--- src/rtl/weight_fetch_sequencer.sv ---
// weight_fetch_sequencer
// Walks a contiguous range of the weight RAM, issuing one read address per
// cycle, and buffers the returned weights in a small FIFO that feeds the MAC
// datapath as a valid/ready stream. Requests are only issued when the FIFO
// has room for every weight already in flight, so no weight is ever dropped.
//
// Ports
//   clk, rst_n          clock, async active-low reset
//   start               command pulse (sampled in IDLE only)
//   base_addr           first RAM address
//   num_weights         weights to fetch, 0..2^ADDR_WIDTH
//   busy, done          status: busy spans the op, done pulses at the end
//   address(_valid)     registered RAM read request
//   read_data(_valid)   RAM response, one cycle after the request
//   weight_out/_valid   FIFO head / non-empty
//   weight_ready        downstream accept
//   overflow_err        sticky: a response arrived with the FIFO full
module weight_fetch_sequencer #(
  parameter int DATA_WIDTH = 8,
  parameter int ADDR_WIDTH = 8,
  parameter int FIFO_DEPTH = 4
) (
  input  logic                  clk,
  input  logic                  rst_n,
  input  logic                  start,
  input  logic [ADDR_WIDTH-1:0] base_addr,
  input  logic [ADDR_WIDTH:0]   num_weights,
  output logic                  busy,
  output logic                  done,
  output logic [ADDR_WIDTH-1:0] address,
  output logic                  address_valid,
  input  logic [DATA_WIDTH-1:0] read_data,
  input  logic                  read_data_valid,
  output logic [DATA_WIDTH-1:0] weight_out,
  output logic                  weight_valid,
  input  logic                  weight_ready,
  output logic                  overflow_err
);
  localparam int PW = $clog2(FIFO_DEPTH);
  localparam int CW = PW + 1;

  typedef enum logic [1:0] {S_IDLE, S_FETCH, S_DRAIN, S_FINISH} state_t;

  state_t                state_q, state_d;
  logic [ADDR_WIDTH-1:0] base_q, base_d;
  logic [ADDR_WIDTH:0]   num_q, num_d;
  logic [ADDR_WIDTH:0]   issued_q, issued_d;
  logic [ADDR_WIDTH-1:0] address_q, address_d;
  logic                  addr_valid_q, addr_valid_d;
  logic [DATA_WIDTH-1:0] mem_q [FIFO_DEPTH];
  logic [DATA_WIDTH-1:0] mem_d [FIFO_DEPTH];
  logic [PW-1:0]         wr_ptr_q, wr_ptr_d, rd_ptr_q, rd_ptr_d;
  logic [CW-1:0]         cnt_q, cnt_d;
  logic                  ovf_q, ovf_d;
  logic                  full, push, pop, credit_ok;

  // Output FIFO
  always_comb begin
    full     = (cnt_q == CW'(FIFO_DEPTH));
    push     = read_data_valid && !full;
    pop      = (cnt_q != '0) && weight_ready;
    mem_d    = mem_q;
    wr_ptr_d = wr_ptr_q;
    rd_ptr_d = rd_ptr_q;
    cnt_d    = cnt_q;
    ovf_d    = ovf_q | (read_data_valid & full);
    if (push) begin
      mem_d[wr_ptr_q] = read_data;
      wr_ptr_d        = wr_ptr_q + PW'(1);
    end
    if (pop) rd_ptr_d = rd_ptr_q + PW'(1);
    if (push && !pop)      cnt_d = cnt_q + CW'(1);
    else if (!push && pop) cnt_d = cnt_q - CW'(1);
  end

  // A request issued now lands in the FIFO two cycles later; by then the
  // next-cycle occupancy plus the request still in flight plus this one
  // must fit, i.e. cnt_d + addr_valid_q + 1 <= FIFO_DEPTH.
  always_comb begin
    credit_ok = ({1'b0, cnt_d} + {{CW{1'b0}}, addr_valid_q}) < (CW+1)'(FIFO_DEPTH);
  end

  // Sequencer FSM and request generation
  always_comb begin
    state_d      = state_q;
    base_d       = base_q;
    num_d        = num_q;
    issued_d     = issued_q;
    address_d    = address_q;
    addr_valid_d = 1'b0;
    case (state_q)
      S_IDLE: begin
        if (start) begin
          base_d   = base_addr;
          num_d    = num_weights;
          issued_d = '0;
          if (num_weights != '0) begin
            state_d = S_FETCH;
            // First request goes out the cycle after start
            if (credit_ok) begin
              addr_valid_d = 1'b1;
              address_d    = base_addr;
              issued_d     = (ADDR_WIDTH+1)'(1);
            end
          end else begin
            state_d = S_FINISH;
          end
        end
      end
      S_FETCH: begin
        if (issued_q < num_q && credit_ok) begin
          addr_valid_d = 1'b1;
          address_d    = base_q + issued_q[ADDR_WIDTH-1:0];
          issued_d     = issued_q + (ADDR_WIDTH+1)'(1);
        end
        if (issued_d == num_q) state_d = S_DRAIN;
      end
      S_DRAIN: begin
        // Nothing in flight and the last weight leaves the FIFO this cycle
        if (cnt_d == '0 && !addr_valid_q) state_d = S_FINISH;
      end
      S_FINISH: state_d = S_IDLE;
      default:  state_d = S_IDLE;
    endcase
  end

  always_ff @(posedge clk or negedge rst_n) begin
    if (!rst_n) begin
      state_q      <= S_IDLE;
      base_q       <= '0;
      num_q        <= '0;
      issued_q     <= '0;
      address_q    <= '0;
      addr_valid_q <= 1'b0;
      for (int i = 0; i < FIFO_DEPTH; i++) mem_q[i] <= '0;
      wr_ptr_q     <= '0;
      rd_ptr_q     <= '0;
      cnt_q        <= '0;
      ovf_q        <= 1'b0;
    end else begin
      state_q      <= state_d;
      base_q       <= base_d;
      num_q        <= num_d;
      issued_q     <= issued_d;
      address_q    <= address_d;
      addr_valid_q <= addr_valid_d;
      mem_q        <= mem_d;
      wr_ptr_q     <= wr_ptr_d;
      rd_ptr_q     <= rd_ptr_d;
      cnt_q        <= cnt_d;
      ovf_q        <= ovf_d;
    end
  end

  assign busy          = (state_q != S_IDLE);
  assign done          = (state_q == S_FINISH);
  assign address       = address_q;
  assign address_valid = addr_valid_q;
  assign weight_out    = mem_q[rd_ptr_q];
  assign weight_valid  = (cnt_q != '0);
  assign overflow_err  = ovf_q;

endmodule

--- config.mk ---
export PLATFORM = sky130hd
export DESIGN_NAME = weight_fetch_sequencer
export DESIGN_NICKNAME = d
export VERILOG_FILES = /design/src/rtl/weight_fetch_sequencer.sv
export SDC_FILE = /design/constraint.sdc
export NUM_CORES = 1
export LEC_CHECK = 0
export CAP_MARGIN = 40
export CORE_UTILIZATION = 40
export CTS_CLUSTER_DIAMETER = 30
export DETAILED_ROUTE_END_ITERATION = 10
export PLACE_DENSITY = 0.58
export SLEW_MARGIN = 20
export SYNTH_ARGS = -nofsm -noshare
export SYNTH_HDL_FRONTEND = slang
export SYNTH_SLANG_ARGS = --single-unit
--- constraint.sdc ---
create_clock -name clk -period 3.51 [get_ports clk]
set_input_delay 0.702 -clock clk [delete_from_list [all_inputs] [get_ports clk]]
set_output_delay 0.702 -clock clk [all_outputs]
set_load 0.02 [all_outputs]
# Word-level counts from Yosys, hierarchy flattened
# Cells that the tools add are included.
# op_classes
n_shift	0
add_sub_neg	7
multipliers	0
n_mux	29
n_lt_le_gt_ge	5
n_div	0
n_eq_ne	11
bitwise	4
n_reduce_logical	21
# ops
cell	n
$mux 8	7
$bwmux 32	1
$mux 9	3
$pmux 9 s2	1
$bmux 8 s2	1
$demux 8 s2	1
$pmux 8 s2	1
$ne 2x2->1 const B	6
$add 9x1->9 const B	1
$eq 9x9->1	1
$lt 9x9->1	1
$reduce_bool 9->1	1
$add 8x8->8	1
$mux 2	4
$pmux 2 s4	1
$logic_and 1x1->1	7
$ge 3x3->1 const B	2
$mux 1	6
$mux 3	2
$not 2->3	2
$reduce_and 5->1	1
$add 2x1->2 const B	2
$add 3x1->4	1
$eq 2x2->1 const B	2
16 further kinds	21
# word_totals
output_inout_bits	21
in_bits	30
mem_bits_ro	0
register_bits	77
word_cells	91
ram_bits	0
latch_bits	0
n_memories	0

# Logic depth before layout (Yosys ltp)
# depth
ltp_word	15
mapped_depth	12
mapped_depth_nobuf	11

# Least setup slack after synthesis
# OpenSTA, ideal clock, no wires.
# synth_path
path_kind	input to register
startpoint	input weight_ready
endpoint	register state_q[0]
setup_slack_ns	0.559
arrival_ns	2.823
path_buffers	2
path_stages	11
setup_time_ns	0.129
required_ns	3.381
cell_sequence	buf_6 > nor2b_1 > a22o_1 > or3_4 > a221oi_4 > or3_4 > buf_8 > o211ai_2 > a211oi_2 > a41oi_2 > mux2i_1
# synth_via
elab_chain_len	12
elab_cells_between_ends	17
cone_classes	add/sub: 1; order compare: 1; eq/ne: 3; mux: 4; reduce/logical: 8
# synth_lines
element	line_no	source
from (decl)	36	input logic weight_ready,
$logic_and 1x1->1 (*)	61	pop = (cnt_q != '0) && weight_ready;
$logic_and 1x1->1 or $logic_not 1->1 (tied branches)	73, 72	
$mux 3 or $logic_and 1x1->1 (tied branches)	73, 72	
$mux 3 (*)	72	if (push && !pop) cnt_d = cnt_q + CW'(1);
$add 3x1->4	80	credit_ok = ({1'b0, cnt_d} + {{CW{1'b0}}, addr_valid_q}) < (CW+1)'(FIFO_DEPTH);
$lt 4x3->1	80	
$logic_and 1x1->1	111	if (issued_q < num_q && credit_ok) begin
$mux 9	111	
$mux 9	91	case (state_q)
$eq 9x9->1	116	if (issued_d == num_q) state_d = S_DRAIN;
$ne 2x2->1 (no line)	-	
$reduce_and 3->1 (no line) (*)	-	
to (signal assigned)	141	state_q <= state_d;
to (decl)	44	state_t state_q, state_d;
# Mark *: on every way between the ends. The rest lies on a longest branch, timed or not. The select of a mux whose other input is x is not followed.
# A chain may end at the register's enable or synchronous reset.

# Worst setup path in the final report
# layout_path
startpoint	register cnt_q[1]
endpoint	register issued_q[6]
# layout_via
elab_chain_len	13
elab_cells_between_ends	19
cone_classes	add/sub: 3; order compare: 1; eq/ne: 1; mux: 5; reduce/logical: 9
# layout_lines
element	line_no	source
from (decl)	53	logic [CW-1:0] cnt_q, cnt_d;
from (signal assigned)	150	cnt_q <= cnt_d;
$eq 3x3->1	59	full = (cnt_q == CW'(FIFO_DEPTH));
$logic_not 1->1	60	push = read_data_valid && !full;
$logic_and 1x1->1	60	
$logic_not 1->1	73	else if (!push && pop) cnt_d = cnt_q - CW'(1);
$logic_and 1x1->1	73	
$mux 3	73	
$mux 3 (*)	72	
$add 3x1->4 (*)	80	
$lt 4x3->1 (*)	80	
$logic_and 1x1->1 (*)	111	
$mux 9 (*)	111	
$mux 9 (*)	91	
$pmux 9 s2 (*)	91	
to (signal assigned)	144	issued_q <= issued_d;
to (decl)	47	logic [ADDR_WIDTH:0] issued_q, issued_d;
# Marked as above.

==> run_results.csv <==
group,metric,value,unit
logic_synthesis,ys_seq_elements,77,
power_and_ir_drop,p_leak,2.491,nW
sta,setup_viol,0,
clocking,cts_setup_buffers,0,
clocking,root_buffer,"clkbuf_16",
clocking,clock_latency,0.34,ns
power_and_ir_drop,peakVddDrop,0.0005173,V
sta,relSlewSlack,0.5697,
logic_synthesis,syn_area_per_cell,10.90,µm²
sta,tightestPinTransition,0.6419,ns
logic_synthesis,syn_nets,487,
global_routing,grt_pass1_wl,16560,µm
sta,clock.fmax,306.1,MHz
logic_synthesis,ys.flop_type,"dfrtp_1",
placement,io_buffers,50,
routing,post_drt_wl_per_cell,15.91,µm
die,rows,39,
logic_synthesis,post-synth-top-area-cell,"dfrtp_1",
logic_synthesis,synth_area_leaders,"dfrtp_1, mux2_2, ha_1, mux4_2, a21oi_1",
power_and_ir_drop,powerDensity,617.5,nW/µm²
logic_synthesis,yosys-top-cells-count,"dfrtp_1, mux2_2, ha_1",
logic_synthesis,yosys_warnings,0,
finish,areaGrowthSynthToFinish,22.55,%
global_routing,track_usage,0.1805,
routing,drcViolationCount,0,
finish,insertedDiodeCount,0,
die,io_pins,51,
sta,rsz0062_at_grt,"no",
global_routing,use_met2,0.3031,
global_routing,grt_util_met1,0.2271,
routing,wirelength,10090,µm
routing,num_vias,3434,
die,coreArea,11420,µm²
logic_synthesis,synth_edf_count,0,
logic_synthesis,yosysSeqAreaShare,0.4119,
placement,pre_cts_ws,-0.07862,ns
global_routing,grt_max_degree,50,
global_routing,grt_overflow,0,
sta,slew_viol_final,0,
setup_path,reg2reg_depth,11,
logic_synthesis,synthDistinctLibCells,64,
setup_path,cp.arrival,3.54,ns
setup_path,required,3.79,ns
die,start_util,0.4097,
sta,tns,0,ns
die,die_w,110.1,µm
global_routing,antenna_found_initial,0,
routing,drt_iter0_drc,148,
setup_path,cp_max_fo,9,
logic_synthesis,syn_inst,429,
placement,post-dp-hpwl,7255,µm
setup_path,worstSetupPathType,"reg2reg",
logic_synthesis,yosysMostFrequentCell,"dfrtp_1",
flow_run,maxCapViolCount,0,
placement,placed_cells,617,
die,fp.dieH,110.1,µm
global_routing,met3_usage,0.03704,
global_routing,busiest_layer,"met2",
routing,viasPerCell,5.416,
clocking,cts.repair.resized,0,
clocking,cts_tree,"done",
setup_path,cp-start-kind,"register",
power_and_ir_drop,total_power,3.540,mW
sta,finalHoldViolCount,0,
logic_synthesis,synth_area,4678,µm²
sta,worst_slack,0.2428,ns
run_status,status,"finished clean",
placement,gp_congestion,0.7789,
finish,nets,544,
sta,period_share,0.9308,
clocking,cts_htree_levels,3,
routing,first_pass_iters,4,
finish,final_cells,634,
logic_synthesis,async_reset_ff_frac,1.000,
logic_synthesis,synth_top_area_frac,0.4119,
clocking,cts_hold_buffers,0,
setup_path,cp-end-kind,"register",
routing,ant_nets,0,
sta,final.min_clock_period,3.267,ns
die,dieArea,12130,µm²
global_routing,grt_pass1_vias,3462,
sta,finClkSkew,0.007623,ns
clocking,clockBufferDepth,2,
clocking,cts_made_buffers,9,
clocking,clk_pin_slew,0.06,ns
min_path,holdCritPathClass,"in2async",
clocking,cts.sinks,77,
finish,final_layout_size_suffix_gt1_frac,0.2281,
-- cell families (layout without fill, tap and decap cells) --
logic type | after synthesis | after routing | share of synthesized area
xor gates and xnor gates | 20 | 20 | 0.03744
DFF | 77 | 77 | 0.4119
AOI/OAI and AO/OA | 88 | 88 | 0.1278
muxes | 74 | 74 | 0.1963
buffers and inverters | 46 | 108 | 0.04092
adders and majority gates | 28 | 28 | 0.07649
and+or+nand+nor | 96 | 96 | 0.1091
-- critical path: stages, from the launching register on --
cell	delay, ns
dfrtp_1	0.47
inv_1	0.10
ha_1	0.29
and2_1	0.23
a22o_1	0.21
o21ai_1	0.26
a221oi_4	0.13
nor3_2	0.56
nand2_2	0.17
or4_1	0.50
a21oi_1	0.17
a211o_1	0.11
-- final timing paths --
check	start	end	slack (ns)
max	cnt_q[1]	issued_q[6]	0.24
min	rst_n	cnt_q[0]	0.29
max reg2reg	cnt_q[1]	issued_q[6]	0.24
min reg2reg	overflow_err	overflow_err	0.48
max in group asynchronous	rst_n	address[4]	2.64
min in group clk	overflow_err	overflow_err	0.48
-- metrics by stage --
step	utilization	instance area (µm²)	hold WS, ns
floorplan	-	4678	0.4064
global route	0.5021	5733	0.3137
finish	0.5021	5733	0.2949
global placement	0.4700	5366	0.4396
detailed placement	0.4724	5394	0.4581
CTS	0.5008	5718	0.3008
-- sequential cells by signal, indices dropped and copies added (netlist names) --
register	count
address	8
address_valid	1
base_q	8
cnt_q	3
issued_q	9
mem_q	32
num_q	9
overflow_err	1
rd_ptr_q	2
state_q	2
wr_ptr_q	2
-- layout make-up --
cell class	instances	area (µm²)
Clock buffer	9	225.2
Sequential cell	77	1927
Inverter	26	97.59
Fill cell	1061	5685
Tap cell	143	178.9
Multi-Input combinational cell	306	2560
Timing Repair Buffer	66	645.6
Clock inverter	7	98.84
-- per-layer routing --
| metal | share of wire | wire, µm |
|---|---|---|
| met3 | 0.026 | 267 |
| met4 | 0.015 | 156 |
| met5 | 0 | 0 |
| met2 | 0.49 | 4930 |
| met1 | 0.47 | 4735 |
-- layout by cell type (no fill, tap or decap), types with 6 or more instances in the layout --
master	netlist	final
clkbuf_16	0	9
nand3_1	9	9
o21ai_0	19	19
a21oi_1	24	24
inv_1	25	25
buf_4	0	15
nand2_1	25	25
o21ai_1	6	6
ha_1	27	27
nor3_1	10	10
xnor2_1	13	13
clkdlybuf4s50_1	0	49
xor2_1	7	7
nor4_1	7	7
a21o_1	11	11
mux2_2	58	58
nor2_1	15	15
dfrtp_1	77	77
mux4_2	8	8
-- power by group --
group / switching, mW / total, mW / internal [mW]
clock network: 0.383 / 1.01 / 0.627
registers: 0.189 / 1.32 / 1.13
logic: 0.525 / 1.21 / 0.687
(Power assumes the default switching activity.)
